## config.mk

```make
export PLATFORM = sky130hd
export DESIGN_NAME = i_wr_stream_ctrl_flat
export DESIGN_NICKNAME = d
export VERILOG_FILES = /design/src/rtl/i_wr_pkg.sv /design/src/rtl/i_wr_stream_ctrl_if.sv /design/src/rtl/i_wr_skid_buf.sv /design/src/rtl/i_wr_stream_ctrl.sv /design/src/flat_wrapper.sv
export SDC_FILE = /design/constraint.sdc
export NUM_CORES = 1
export LEC_CHECK = 0
export CAP_MARGIN = 10
export CORE_MARGIN = 4
export CORE_UTILIZATION = 30
export CTS_CLUSTER_DIAMETER = 100
export DETAILED_ROUTE_END_ITERATION = 7
export GPL_ROUTABILITY_DRIVEN = 0
export SYNTH_ARGS = -nofsm -noshare
export SYNTH_HDL_FRONTEND = slang
export SYNTH_HIERARCHICAL = 1
export SYNTH_SLANG_ARGS = --single-unit
```

## constraint.sdc

```tcl
create_clock -name clk -period 3.8 [get_ports clk]
set_clock_uncertainty 0.05 [all_clocks]
set_input_delay 0.38 -clock clk [delete_from_list [all_inputs] [get_ports clk]]
set_output_delay 0.38 -clock clk [all_outputs]
set_load 0.05 [all_outputs]
```

## src/rtl/i_wr_pkg.sv

```systemverilog
// Shared types and default widths for the image write-out controller.
package i_wr_pkg;
  localparam int DEF_DATA_W = 8;
  localparam int DEF_ADDR_W = 16;
  localparam int DEF_DIM_W  = 13;

  typedef enum logic [1:0] {
    IDLE  = 2'd0,
    READ  = 2'd1,
    DRAIN = 2'd2
  } state_t;

  typedef struct packed {
    logic [DEF_DATA_W-1:0] data;
    logic                  eol;
    logic                  eof;
  } entry_t;
endpackage

```

## src/rtl/i_wr_stream_ctrl_if.sv

```systemverilog
// Control, SRAM read port and pixel stream of the write-out controller.
interface i_wr_stream_ctrl_if #(
  parameter int ADDR_W = i_wr_pkg::DEF_ADDR_W,
  parameter int DATA_W = i_wr_pkg::DEF_DATA_W,
  parameter int DIM_W  = i_wr_pkg::DEF_DIM_W
) ();
  logic              start;
  logic              abort;
  logic [ADDR_W-1:0] base_addr;
  logic [DIM_W-1:0]  img_width;
  logic [DIM_W-1:0]  img_height;
  logic              sram_rd_en;
  logic [ADDR_W-1:0] sram_addr;
  logic [DATA_W-1:0] sram_rdata;
  logic [DATA_W-1:0] pix_data;
  logic              pix_eol;
  logic              pix_eof;
  logic              pix_valid;
  logic              pix_ready;
  logic              busy;
  logic              frame_done;

  modport master (
    input  start, abort, base_addr, img_width, img_height, sram_rdata, pix_ready,
    output sram_rd_en, sram_addr, pix_data, pix_eol, pix_eof, pix_valid, busy, frame_done
  );

  modport slave (
    output start, abort, base_addr, img_width, img_height, sram_rdata, pix_ready,
    input  sram_rd_en, sram_addr, pix_data, pix_eol, pix_eof, pix_valid, busy, frame_done
  );
endinterface

```

## src/rtl/i_wr_skid_buf.sv

```systemverilog
// Two-entry FIFO holding returned pixels with their row/frame tags.
module i_wr_skid_buf
  import i_wr_pkg::*;
(
  input  logic       clk,
  input  logic       rst,
  input  logic       push,
  input  logic       pop,
  input  logic       flush,
  input  entry_t     entry_in,
  output entry_t     head,
  output logic [1:0] occupancy
);
  logic       wr_ptr_reg;
  logic       rd_ptr_reg;
  logic [1:0] count_reg;

  generate
    for (genvar gi = 0; gi < 2; gi++) begin : g_slot
      entry_t slot_reg;
      always_ff @(posedge clk or posedge rst) begin
        if (rst) begin
          slot_reg <= '0;
        end else if (push && !flush && (wr_ptr_reg == 1'(gi))) begin
          slot_reg <= entry_in;
        end
      end
    end
  endgenerate

  // Flush drops both entries and any return landing in the same cycle.
  always_ff @(posedge clk or posedge rst) begin
    if (rst) begin
      wr_ptr_reg <= 1'b0;
      rd_ptr_reg <= 1'b0;
      count_reg  <= 2'd0;
    end else if (flush) begin
      wr_ptr_reg <= 1'b0;
      rd_ptr_reg <= 1'b0;
      count_reg  <= 2'd0;
    end else begin
      if (push) wr_ptr_reg <= ~wr_ptr_reg;
      if (pop)  rd_ptr_reg <= ~rd_ptr_reg;
      count_reg <= count_reg + 2'(push) - 2'(pop);
    end
  end

  assign head      = rd_ptr_reg ? g_slot[1].slot_reg : g_slot[0].slot_reg;
  assign occupancy = count_reg;
endmodule

```

## src/rtl/i_wr_stream_ctrl.sv

```systemverilog
// Raster-order SRAM readback sequencer feeding a valid/ready pixel stream
// through a two-entry skid buffer that covers the one-cycle read latency.
module i_wr_stream_ctrl
  import i_wr_pkg::*;
#(
  parameter int DATA_W = DEF_DATA_W,
  parameter int ADDR_W = DEF_ADDR_W,
  parameter int DIM_W  = DEF_DIM_W
) (
  input  logic              clk,
  input  logic              rst,
  i_wr_stream_ctrl_if.master bus
);
  state_t            state_reg, state_next;
  logic [ADDR_W-1:0] addr_reg;
  logic [DIM_W-1:0]  col_reg, row_reg, width_reg, height_reg;
  logic              inflight_reg, inflight_eol_reg, inflight_eof_reg;
  logic              zero_done_reg;

  logic              rd_en, rd_eol, rd_eof, load, zero_start;
  logic              pop, eof_pop;
  logic [2:0]        level;
  logic [DATA_W-1:0] rdata;
  entry_t            entry_in, head;
  logic [1:0]        occupancy;

  assign rdata    = bus.sram_rdata;
  assign entry_in = '{data: rdata, eol: inflight_eol_reg, eof: inflight_eof_reg};
  assign pop      = bus.pix_valid && bus.pix_ready;
  assign eof_pop  = pop && head.eof;
  // Slots that will be committed after this edge; reading only below 2 keeps the buffer from overflowing.
  assign level    = 3'(occupancy) + 3'(inflight_reg) - 3'(pop);
  assign rd_eol   = (col_reg == width_reg - DIM_W'(1));
  assign rd_eof   = rd_eol && (row_reg == height_reg - DIM_W'(1));

  always_comb begin
    state_next = state_reg;
    rd_en      = 1'b0;
    load       = 1'b0;
    zero_start = 1'b0;
    unique case (state_reg)
      IDLE: begin
        if (bus.start && !bus.abort) begin
          if (bus.img_width == '0 || bus.img_height == '0) begin
            zero_start = 1'b1;
          end else begin
            load       = 1'b1;
            state_next = READ;
          end
        end
      end
      READ: begin
        if (bus.abort) begin
          state_next = IDLE;
        end else if (level < 3'd2) begin
          rd_en = 1'b1;
          if (rd_eof) state_next = DRAIN;
        end
      end
      DRAIN: begin
        if (bus.abort || eof_pop) state_next = IDLE;
      end
      default: state_next = IDLE;
    endcase
  end

  always_ff @(posedge clk or posedge rst) begin
    if (rst) begin
      state_reg        <= IDLE;
      addr_reg         <= '0;
      col_reg          <= '0;
      row_reg          <= '0;
      width_reg        <= '0;
      height_reg       <= '0;
      inflight_reg     <= 1'b0;
      inflight_eol_reg <= 1'b0;
      inflight_eof_reg <= 1'b0;
      zero_done_reg    <= 1'b0;
    end else begin
      state_reg        <= state_next;
      zero_done_reg    <= zero_start;
      inflight_reg     <= rd_en;
      inflight_eol_reg <= rd_eol;
      inflight_eof_reg <= rd_eof;
      if (load) begin
        addr_reg   <= bus.base_addr;
        col_reg    <= '0;
        row_reg    <= '0;
        width_reg  <= bus.img_width;
        height_reg <= bus.img_height;
      end else if (rd_en) begin
        addr_reg <= addr_reg + ADDR_W'(1);
        if (rd_eol) begin
          col_reg <= '0;
          row_reg <= row_reg + DIM_W'(1);
        end else begin
          col_reg <= col_reg + DIM_W'(1);
        end
      end
    end
  end

  i_wr_skid_buf u_skid (
    .clk       (clk),
    .rst       (rst),
    .push      (inflight_reg),
    .pop       (pop),
    .flush     (bus.abort),
    .entry_in  (entry_in),
    .head      (head),
    .occupancy (occupancy)
  );

  assign bus.sram_rd_en = rd_en;
  assign bus.sram_addr  = addr_reg;
  assign bus.pix_data   = head.data;
  assign bus.pix_eol    = head.eol;
  assign bus.pix_eof    = head.eof;
  assign bus.pix_valid  = (occupancy != 2'd0);
  assign bus.busy       = (state_reg != IDLE);
  assign bus.frame_done = zero_done_reg || ((state_reg == DRAIN) && eof_pop && !bus.abort);
endmodule

```

## src/flat_wrapper.sv

```systemverilog
// flat-port wrapper written by rule: the top's interface ports become plain ports
module i_wr_stream_ctrl_flat import i_wr_pkg::*;
#(
  parameter int DATA_W = DEF_DATA_W,
  parameter int ADDR_W = DEF_ADDR_W,
  parameter int DIM_W  = DEF_DIM_W
)
  (clk, rst, bus_start, bus_abort, bus_base_addr, bus_img_width, bus_img_height, bus_sram_rdata, bus_pix_ready, bus_sram_rd_en, bus_sram_addr, bus_pix_data, bus_pix_eol, bus_pix_eof, bus_pix_valid, bus_busy, bus_frame_done);
  i_wr_stream_ctrl_if #(.ADDR_W(ADDR_W), .DATA_W(DATA_W), .DIM_W(DIM_W)) bus_i ();
  input  logic clk;
  input  logic rst;
  input wire logic [$bits(bus_i.start)-1:0] bus_start;
  input wire logic [$bits(bus_i.abort)-1:0] bus_abort;
  input wire logic [$bits(bus_i.base_addr)-1:0] bus_base_addr;
  input wire logic [$bits(bus_i.img_width)-1:0] bus_img_width;
  input wire logic [$bits(bus_i.img_height)-1:0] bus_img_height;
  input wire logic [$bits(bus_i.sram_rdata)-1:0] bus_sram_rdata;
  input wire logic [$bits(bus_i.pix_ready)-1:0] bus_pix_ready;
  output wire logic [$bits(bus_i.sram_rd_en)-1:0] bus_sram_rd_en;
  output wire logic [$bits(bus_i.sram_addr)-1:0] bus_sram_addr;
  output wire logic [$bits(bus_i.pix_data)-1:0] bus_pix_data;
  output wire logic [$bits(bus_i.pix_eol)-1:0] bus_pix_eol;
  output wire logic [$bits(bus_i.pix_eof)-1:0] bus_pix_eof;
  output wire logic [$bits(bus_i.pix_valid)-1:0] bus_pix_valid;
  output wire logic [$bits(bus_i.busy)-1:0] bus_busy;
  output wire logic [$bits(bus_i.frame_done)-1:0] bus_frame_done;
  assign bus_i.start = bus_start;
  assign bus_i.abort = bus_abort;
  assign bus_i.base_addr = bus_base_addr;
  assign bus_i.img_width = bus_img_width;
  assign bus_i.img_height = bus_img_height;
  assign bus_i.sram_rdata = bus_sram_rdata;
  assign bus_i.pix_ready = bus_pix_ready;
  assign bus_sram_rd_en = bus_i.sram_rd_en;
  assign bus_sram_addr = bus_i.sram_addr;
  assign bus_pix_data = bus_i.pix_data;
  assign bus_pix_eol = bus_i.pix_eol;
  assign bus_pix_eof = bus_i.pix_eof;
  assign bus_pix_valid = bus_i.pix_valid;
  assign bus_busy = bus_i.busy;
  assign bus_frame_done = bus_i.frame_done;
  i_wr_stream_ctrl #(.DATA_W(DATA_W), .ADDR_W(ADDR_W), .DIM_W(DIM_W)) u_core (.clk(clk), .rst(rst), .bus(bus_i));
endmodule
```

Word-level counts from Yosys, hierarchy flattened
Index checks and enable logic that the tools add are counted.

Reduce and logical (&&, ||, !) cells: 24. Bitwise logic cells: 2. Multiplexer cells: 30. Divide/modulo/power cells: 0. Order comparisons: 1. Add/sub/neg operators: 9. Multipliers: 0. Equality and inequality tests: 9. Shift operators: 0.

Operator list (number): $mux 13 (6); $mux 16 (2); $add 13x1->13 const B (2); $eq 13x13->1 (2); $logic_not 13->1 (2); $sub 13x1->13 const B (2); $add 16x1->16 const B (1); $mux 2 (7); $mux 1 (13); $reduce_bool 2->1 (6); $mux 10 (1); $logic_and 1x1->1 (9); $ne 3x2->1 const B (2); $pmux 2 s3 (1); $reduce_and 5->1 (1); $ne 2x1->1 const B (2); $add 2x1->3 (1); $logic_or 1x1->1 (3); $lt 3x2->1 const B (1); $sub 3x1->3 (1); $add 2x1->2 (1); $eq 2x1->1 const B (1); $eq 2x2->1 const B (1); $logic_not 2->1 (1); 5 further kinds (6).

Register bits: 98. Latch bits: 0. Memories: 0. Word-level logic and storage cells: 94. Input port bits: 55. Bits in writable memories: 0. ROM bits: 0.

Depth between registers and ports, before layout
Gate-level depths: netlist of the first run.

Word-level depth: 9. Mapped depth: 15. Mapped depth without buffers: 15.

By module
The synthesis of the first run kept the hierarchy.

Modules (own cells, without submodules): i_wr_stream_ctrl (cells an instance 528, times used 1, area each 4516.8 sq um, sequential area each 1851.8 sq um); i_wr_skid_buf (cells an instance 71, times used 1, area each 1119.8 sq um, sequential area each 600.6 sq um).

Worst setup path after synthesis of the first run
No wires, ideal clock.

Path kind: reg-to-reg. Start: register u_core.u_skid.count_reg[1] (netlist: u_core/u_skid/occupancy[1]). End: register u_core.row_reg[2]. Stages on the path, launching flop included: 14. Slack: -0.163 ns. Period minus slack after synthesis: 3.963 ns. Path buffers: 2. Arrival time: 3.835 ns. Cell sequence: dfrtp_1 -> inv_1 -> nand2_1 -> and2_1 -> ha_1 -> nor2b_1 -> fa_1 -> nor3b_1 -> nand2_1 -> clkinv_1 -> clkbuf_1 -> buf_1 -> nand4_1 -> a21oi_1.

Longest elaborated chain between the ends: 9. Elaborated cells between the ends (all ways): 10. Those cells by class: add/sub: 2; order compare: 1; mux: 3; reduce/logical: 4.

Ends and longest elaborated chain: start: declaration (RTL line i_wr_skid_buf.sv:16) `logic [1:0] count_reg;`; start signal: assignment (RTL line i_wr_skid_buf.sv:44) `count_reg <= count_reg + 2'(push) - 2'(pop);`; $reduce_bool 2->1 (RTL line i_wr_stream_ctrl.sv:119) `assign bus.pix_valid = (occupancy != 2'd0);`; via bus_pix_valid (RTL line flat_wrapper.sv:24) `output wire logic [$bits(bus_i.pix_valid)-1:0] bus_pix_valid;`; $logic_and 1x1->1 (RTL line i_wr_stream_ctrl.sv:29) `assign pop = bus.pix_valid && bus.pix_ready;`; via u_core.pop (RTL line i_wr_stream_ctrl.sv:21) `logic pop, eof_pop;`; $sub 3x1->3 (RTL line i_wr_stream_ctrl.sv:32) `assign level = 3'(occupancy) + 3'(inflight_reg) - 3'(pop);`; $lt 3x2->1 (RTL line i_wr_stream_ctrl.sv:55) `end else if (level < 3'd2) begin`; $mux 1 (RTL line i_wr_stream_ctrl.sv:55); $mux 1 (RTL line i_wr_stream_ctrl.sv:53) `if (bus.abort) begin`; $mux 1 (RTL line i_wr_stream_ctrl.sv:41) `unique case (state_reg)`; via bus_sram_rd_en (RTL line flat_wrapper.sv:19) `output wire logic [$bits(bus_i.sram_rd_en)-1:0] bus_sram_rd_en;`; $reduce_bool 2->1 (no line); $reduce_and 2->1 (no line); end signal: assignment (RTL line i_wr_stream_ctrl.sv:95) `row_reg <= row_reg + DIM_W'(1);`; end: declaration (RTL line i_wr_stream_ctrl.sv:16) `logic [DIM_W-1:0] col_reg, row_reg, width_reg, height_reg;`.

The timed path passes the listed nets, and every way through them passes these cells. A chain may end at the register's enable or synchronous reset.

Worst setup path after layout of the first run
Start: register u_core.u_skid.count_reg[1] (netlist: u_core/u_skid/occupancy[1]). End: output bus_sram_rd_en.

Longest elaborated chain between the ends: 7. Elaborated cells between the ends (all ways): 8. Those cells by class: add/sub: 2; order compare: 1; mux: 3; reduce/logical: 2.

Ends and longest elaborated chain (RTL line): $reduce_bool 2->1 (i_wr_stream_ctrl.sv:119); $logic_and 1x1->1 (i_wr_stream_ctrl.sv:29); via u_core.pop (i_wr_stream_ctrl.sv:21); $sub 3x1->3 (i_wr_stream_ctrl.sv:32); $lt 3x2->1 (i_wr_stream_ctrl.sv:55); $mux 1 (i_wr_stream_ctrl.sv:55); $mux 1 (i_wr_stream_ctrl.sv:53); $mux 1 (i_wr_stream_ctrl.sv:41); end: declaration (flat_wrapper.sv:19).

The timed path passes the listed nets, and every way through them passes these cells.

==> flow_summary.yaml, run 1 <==
run_status:
  outcome: "completed"
critical_path:
  crit_type: "flip-flop to output port"
  slowest_stage: "fa_1"
  start_kind: "flip-flop"
  crit_arrival_ns: 2.94
  critPathRequiredTime_ns: 3.37
  crit_path_end_kind: "output port"
  reg2reg_depth: 9
  cpPeakStageDelay_ns: 0.43
  worstPathCellList: "inv_1 > nand2_1 > and2_1 > ha_1 > nor2b_1 > fa_1 > nor3b_1 > nand2_1 > clkinv_1 > buf_4 > buf_4"
  rrSetupSlack_ns: 0.43
  path_max_fanout: 12
die:
  die_h_um: 145
  dieArea_um2: 21000
  ios: 85
  coreArea_um2: 18200
  initial_core_util: 0.310
  die_x_um: 145
  row_count: 49
logic_synthesis:
  synthFlopType: "dfrtp_1"
  ys_warn_count: 6
  ys_types: 65
  avgSynthCellArea_um2: 9.41
  synthesis.area_um2: 5640
  synth-seq-cells: 98
  synth-edff-count: 0
  syn_nets: 663
  postSynthCellCount: 599
  async_flop_share: 1.00
  synth-seq-area-share: 0.435
clocking:
  clk_pin_slew_worst_paths_ns: 0.06
  clk_latency_ns: 0.35
  tritoncts: "built"
  clockBufferDepth: 2
  h-tree-depth: 3
  ctsRootBufferMaster: "clkbuf_16"
  cts_sinks: 98
  holdBufCountCts: 0
  cts_resized: 0
  cts_setup_buffers: 0
  cts_made_buffers: 9
global_route:
  grt_pass1_vias: 4587
  grt_max_degree: 75
  antenna_found_initial: 0
  grt-ovfl-total: 0
  gr-usage-all-layers: 0.135
  grt_pass1_wl_um: 23600
sta:
  fin_tns_setup_ns: 0
  setup_viol: 0
  max_freq_ghz: 0.296
  period_share: 0.888
  rsz0062_at_grt: "false"
  layout_min_cycle_time_ns: 3.37
  fin_ws_ns: 0.426
  relSlewSlack: 0.408
  final_hold_viol_count: 0
  slew_violations: 0
  tightest_slew_ns: 0.887
pwr:
  irDropWorstVdd_mv: 0.305
  p_switching_mw: 1.49
  combPwrFrac: 0.391
  p_seq_frac: 0.369
  power_mw: 3.92
  cellPowerDensity_nw_per_um2: 560
  power.share.clock: 0.240
  p_leak_nw: 2.99
  power.internal_mw: 2.43
  p_sw_frac: 0.379
finish:
  antenna_cells: 0
  multi_input_area_um2: 2980
  largest_register_ff_count: 20
  fillerInstances: 1825
  seq_area_um2: 2450
  area_growth_pct: 24.3
  nNetsFinal: 740
  layout-drive-gt1-share: 0.100
route:
  wl_per_cell_um: 15.3
  drc: 0
  via_count: 4597
  viasPerCell: 5.07
  ant_nets: 0
  drt-total-wl_um: 13900
  firstDrtPassIters: 4
  drt_iter0_drc: 208
place:
  port_buffers: 84
  place_ws_ns: 0.418
  dp_hpwl_um: 10000
run:
  cap_violations: 0
min_path:
  hold_path.class: "flip-flop to flip-flop"
  holdPathStages: 1
-- area by class of cell --
class | instances | share of cell area
multi-input cells | 454 | 0.425
flip-flops and latches | 98 | 0.350
repair buffers | 93 | 0.131
well taps | 229 | 0.0409
clock buffers | 9 | 0.0321
inverters | 20 | 0.0107
clock inverters | 4 | 0.0100
-- per-stage QoR --
step           cell area [um2]  instances  hold slack [ns]   util
2_1_floorplan             5640        599            0.345      -
3_3_place_gp              6710        894            0.434  0.369
3_5_place_dp              6710        894            0.438  0.369
4_1_cts                   7010        907            0.456  0.385
5_1_grt                   7010        907            0.457  0.385
6_report                  7010        907            0.452  0.385
-- worst max-delay path: cells and delay by family (launching register included) --
kind | cells | cell delay (ns)
simple gates | 5 | 0.84
flops | 1 | 0.41
buf+inv | 4 | 0.62
fa+ha+maj | 2 | 0.72
-- power by group through the flow --
stage / combinational, mW / sequential, mW / clock [mW]
after global placement: 1.53 / 1.46 / 0
after CTS: 1.55 / 1.45 / 0.974
after floorplan: 0.948 / 1.56 / 0
final: 1.53 / 1.45 / 0.942
after detailed placement: 1.54 / 1.46 / 0
after global routing: 1.67 / 1.48 / 1.02
-- cell usage in the layout, fill, tap and decap left out, types with 3 or more instances in the layout --
master,count
nand2b_1,10
xnor2_1,32
nor4_1,12
a221o_1,4
nand3_1,22
buf_4,9
and3_1,13
xor2_1,18
nor2_1,28
a31oi_1,6
nor2b_1,4
inv_1,18
o41ai_1,3
nand2_1,123
nor3_1,16
mux2_4,10
o311ai_1,3
o21ai_0,31
dfrtp_1,98
nand4_1,15
o311ai_0,5
mux2_2,20
mux2i_1,11
nor3b_1,5
a211oi_1,4
a21oi_1,5
clkbuf_16,9
clkdlybuf4s50_1,83
ha_1,8
or3_1,3
-- final timing paths --
kind / start / to
max in group asynchronous: rst / u_core/u_skid/g_slot[1].slot_reg[7]
setup / recovery: u_core/u_skid/occupancy[1] / bus_sram_rd_en
setup reg to reg: u_core/width_reg[0] / u_core/row_reg[11]
min in group asynchronous: rst / u_core/width_reg[6]
hold / removal: u_core/inflight_eof_reg / u_core/u_skid/g_slot[1].slot_reg[0]
hold reg to reg: u_core/inflight_eof_reg / u_core/u_skid/g_slot[1].slot_reg[0]
-- logic make-up (layout without fill, tap and decap cells) --
family                   count (synthesis)  in the layout  synth area share
buffers and inverters                   47            126            0.0375
XOR/XNOR                                51             51            0.0817
adder cells (fa/ha/maj)                  9              9            0.0213
AND/OR/NAND/NOR                        272            272             0.239
multiplexers                            41             41            0.0861
flip-flops                              98             98             0.435
AO/OA/AOI/OAI                           81             81            0.0990
-- Yosys cell counts, types with 6 or more instances --
master / number / share of area
a31oi_1: 6 / 0.0067
and3_1: 14 / 0.016
clkbuf_1: 16 / 0.011
dfrtp_1: 98 / 0.44
ha_1: 8 / 0.018
inv_1: 19 / 0.013
mux2_2: 20 / 0.040
mux2_4: 10 / 0.027
mux2i_1: 11 / 0.020
nand2_1: 123 / 0.082
nand2b_1: 10 / 0.011
nand3_1: 23 / 0.020
nand4_1: 15 / 0.017
nor2_1: 28 / 0.019
nor3_1: 16 / 0.014
nor4_1: 12 / 0.013
o21ai_0: 31 / 0.028
xnor2_1: 32 / 0.050
xor2_1: 18 / 0.028
-- metal layers --
metal	global-route usage	vias to the layer above	routed length [um]
met5	0	-	0
met4	0.0347	0	183
met3	0.0380	17	664
met2	0.206	104	6110
met1	0.192	2209	6950
li1	-	2267	-
No activity file was read; power rests on OpenSTA's default activity.
==> run 2: changes to the inputs <==
CAP_MARGIN = not set   (was 10)
CORE_MARGIN = 2   (was 4)
==> flow_summary.yaml, run 2 (same netlist as run 1, synthesis figures left out) <==
sta:
  relSlewSlack: 0.377
  final_hold_viol_count: 0
  tightest_slew_ns: 0.933
  layout_min_cycle_time_ns: 3.37
  fin_tns_setup_ns: 0
  slew_violations: 0
  setup_viol: 0
  period_share: 0.887
  max_freq_ghz: 0.297
  rsz0062_at_grt: "false"
pwr:
  p_seq_frac: 0.372
  irDropWorstVdd_mv: 0.408
  power.internal_mw: 2.35
  cellPowerDensity_nw_per_um2: 554
  power.share.clock: 0.234
  p_sw_frac: 0.394
  p_leak_nw: 2.98
  p_switching_mw: 1.53
  combPwrFrac: 0.394
finish:
  antenna_cells: 0
  layout-drive-gt1-share: 0.104
  largest_register_ff_count: 20
  area_growth_pct: 24.4
  mostFrequentLayoutCell: "nand2_1"
  instances_no_fill: 915
  nNetsFinal: 740
  layout_common_cells: "nand2_1, dfrtp_1, clkdlybuf4s50_1"
critical_path:
  path_buf_inv: 4
  cpPeakStageDelay_ns: 0.44
  worstPathCellList: "inv_1 > nand2_1 > and2_1 > ha_1 > nor2b_1 > fa_1 > nor3b_1 > nand2_1 > clkinv_1 > buf_4 > buf_4"
  start_kind: "flip-flop"
  crit_path_end_kind: "output port"
  slowest_stage: "fa_1"
  rrSetupSlack_ns: 0.60
  crit_arrival_ns: 2.94
  path_delay_family: "simple AND/OR/NAND/NOR gates"
  path_max_fanout: 14
  crit_type: "flip-flop to output port"
  reg2reg_from: "u_core/u_skid/occupancy[1]"
  r2r_end: "u_core/bus.sram_addr[11]"
  critPathRequiredTime_ns: 3.37
  reg2reg_depth: 12
clocking:
  clockBufferDepth: 2
  h-tree-depth: 3
  holdBufCountCts: 0
  ctsRootBufferMaster: "clkbuf_16"
  cts_made_buffers: 9
  cts_resized: 0
  cts_sinks: 98
  tritoncts: "built"
  clk_latency_ns: 0.35
  clk_pin_slew_worst_paths_ns: 0.07
  cts_setup_buffers: 0
min_path:
  hold_path.class: "flip-flop to flip-flop"
  min_from: "u_core/inflight_eol_reg"
  holdPathEnd: "u_core/u_skid/g_slot[0].slot_reg[1]"
  holdPathStages: 1
place:
  port_buffers: 84
  dp_hpwl_um: 9810
  place_inst: 899
die:
  die_x_um: 141
  coreArea_um2: 18600
  dieArea_um2: 19900
  ios: 85
  initial_core_util: 0.303
  row_count: 50
  die_h_um: 141
global_route:
  gr-usage-all-layers: 0.144
  antenna_found_initial: 0
  grt_pass1_wl_um: 23300
  grt_pass1_vias: 4482
  grt-ovfl-total: 0
  grt_max_degree: 58
route:
  wl_per_cell_um: 15.1
  drc: 0
  firstDrtPassIters: 5
  viasPerCell: 5.03
  via_count: 4600
  ant_nets: 0
  drt-total-wl_um: 13800
  drt_iter0_drc: 223
run:
  cap_violations: 0
run_status:
  outcome: "completed"
==> run 2: cell count changes in the layout (fill, tap and decap cells not counted) <==
cell	previous run	this run
clkinv_2	2	1
clkbuf_8	0	2
clkinv_4	0	3
bufinv_16	2	0
clkinvlp_4	0	1
==> run 2: worst max path at each step <==
stage / from / to / slack [ns] / cells after the start
floorplan: u_core/u_skid/occupancy[1] / bus_sram_rd_en / 0.14 / 11
global placement: bus_pix_ready / u_core/bus.sram_addr[11] / 0.43 / 11
detailed placement: bus_pix_ready / u_core/bus.sram_addr[11] / 0.41 / 11
CTS: u_core/u_skid/occupancy[1] / bus_sram_rd_en / 0.39 / 11
global route: u_core/u_skid/occupancy[1] / bus_sram_rd_en / 0.11 / 11
finish: u_core/u_skid/occupancy[1] / bus_sram_rd_en / 0.43 / 11
==> run 2: layout make-up <==
cell class              count  area (um2)
flip-flops and latches     98        2450
fillers                  1848       11600
clock buffers              11         253
inverters                  20        75.1
repair buffers             93         918
well taps                 234         293
multi-input cells         454        2980
clock inverters             5        38.8
==> run 2: layer usage <==
layer | vias to the layer above | share of wire | routed length [um] | track usage
met1 | 2202 | 0.52 | 7180 | 0.214
li1 | 2268 | - | - | -
met3 | 12 | 0.046 | 637 | 0.0299
met5 | - | 0 | 0 | 0
met4 | 0 | 0.012 | 170 | 0.0416
met2 | 118 | 0.42 | 5810 | 0.210
==> run 2: power groups by stage <==
stage	combinational (mW)	clock, mW	sequential [mW]
after floorplan	0.948	0	1.56
after global placement	1.52	0	1.46
after detailed placement	1.53	0	1.46
after CTS	1.54	0.936	1.44
after global routing	1.66	0.966	1.48
final	1.53	0.907	1.45
==> run 2: worst reg2reg max path: stages, from the launching register on <==
cell	delay, ns
dfrtp_1	0.40
inv_1	0.10
nand2_1	0.07
and2_1	0.17
ha_1	0.28
nor2b_1	0.14
fa_1	0.44
nor3b_1	0.29
nand2_1	0.14
buf_4	0.25
nand2_1	0.26
o21ai_0	0.15
a221o_1	0.32
==> run 2: stage by stage <==
stage           util  hold WS, ns  instance area [um2]  worst slack (ns)  power (mW)
2_1_floorplan      -        0.345                 5640             0.140        2.51
3_3_place_gp   0.362        0.438                 6720             0.428        2.99
3_5_place_dp   0.362        0.443                 6720             0.412        2.99
4_1_cts        0.377        0.458                 7010             0.388        3.92
5_1_grt        0.377        0.471                 7010             0.106        4.11
6_report       0.377        0.458                 7010             0.428        3.88
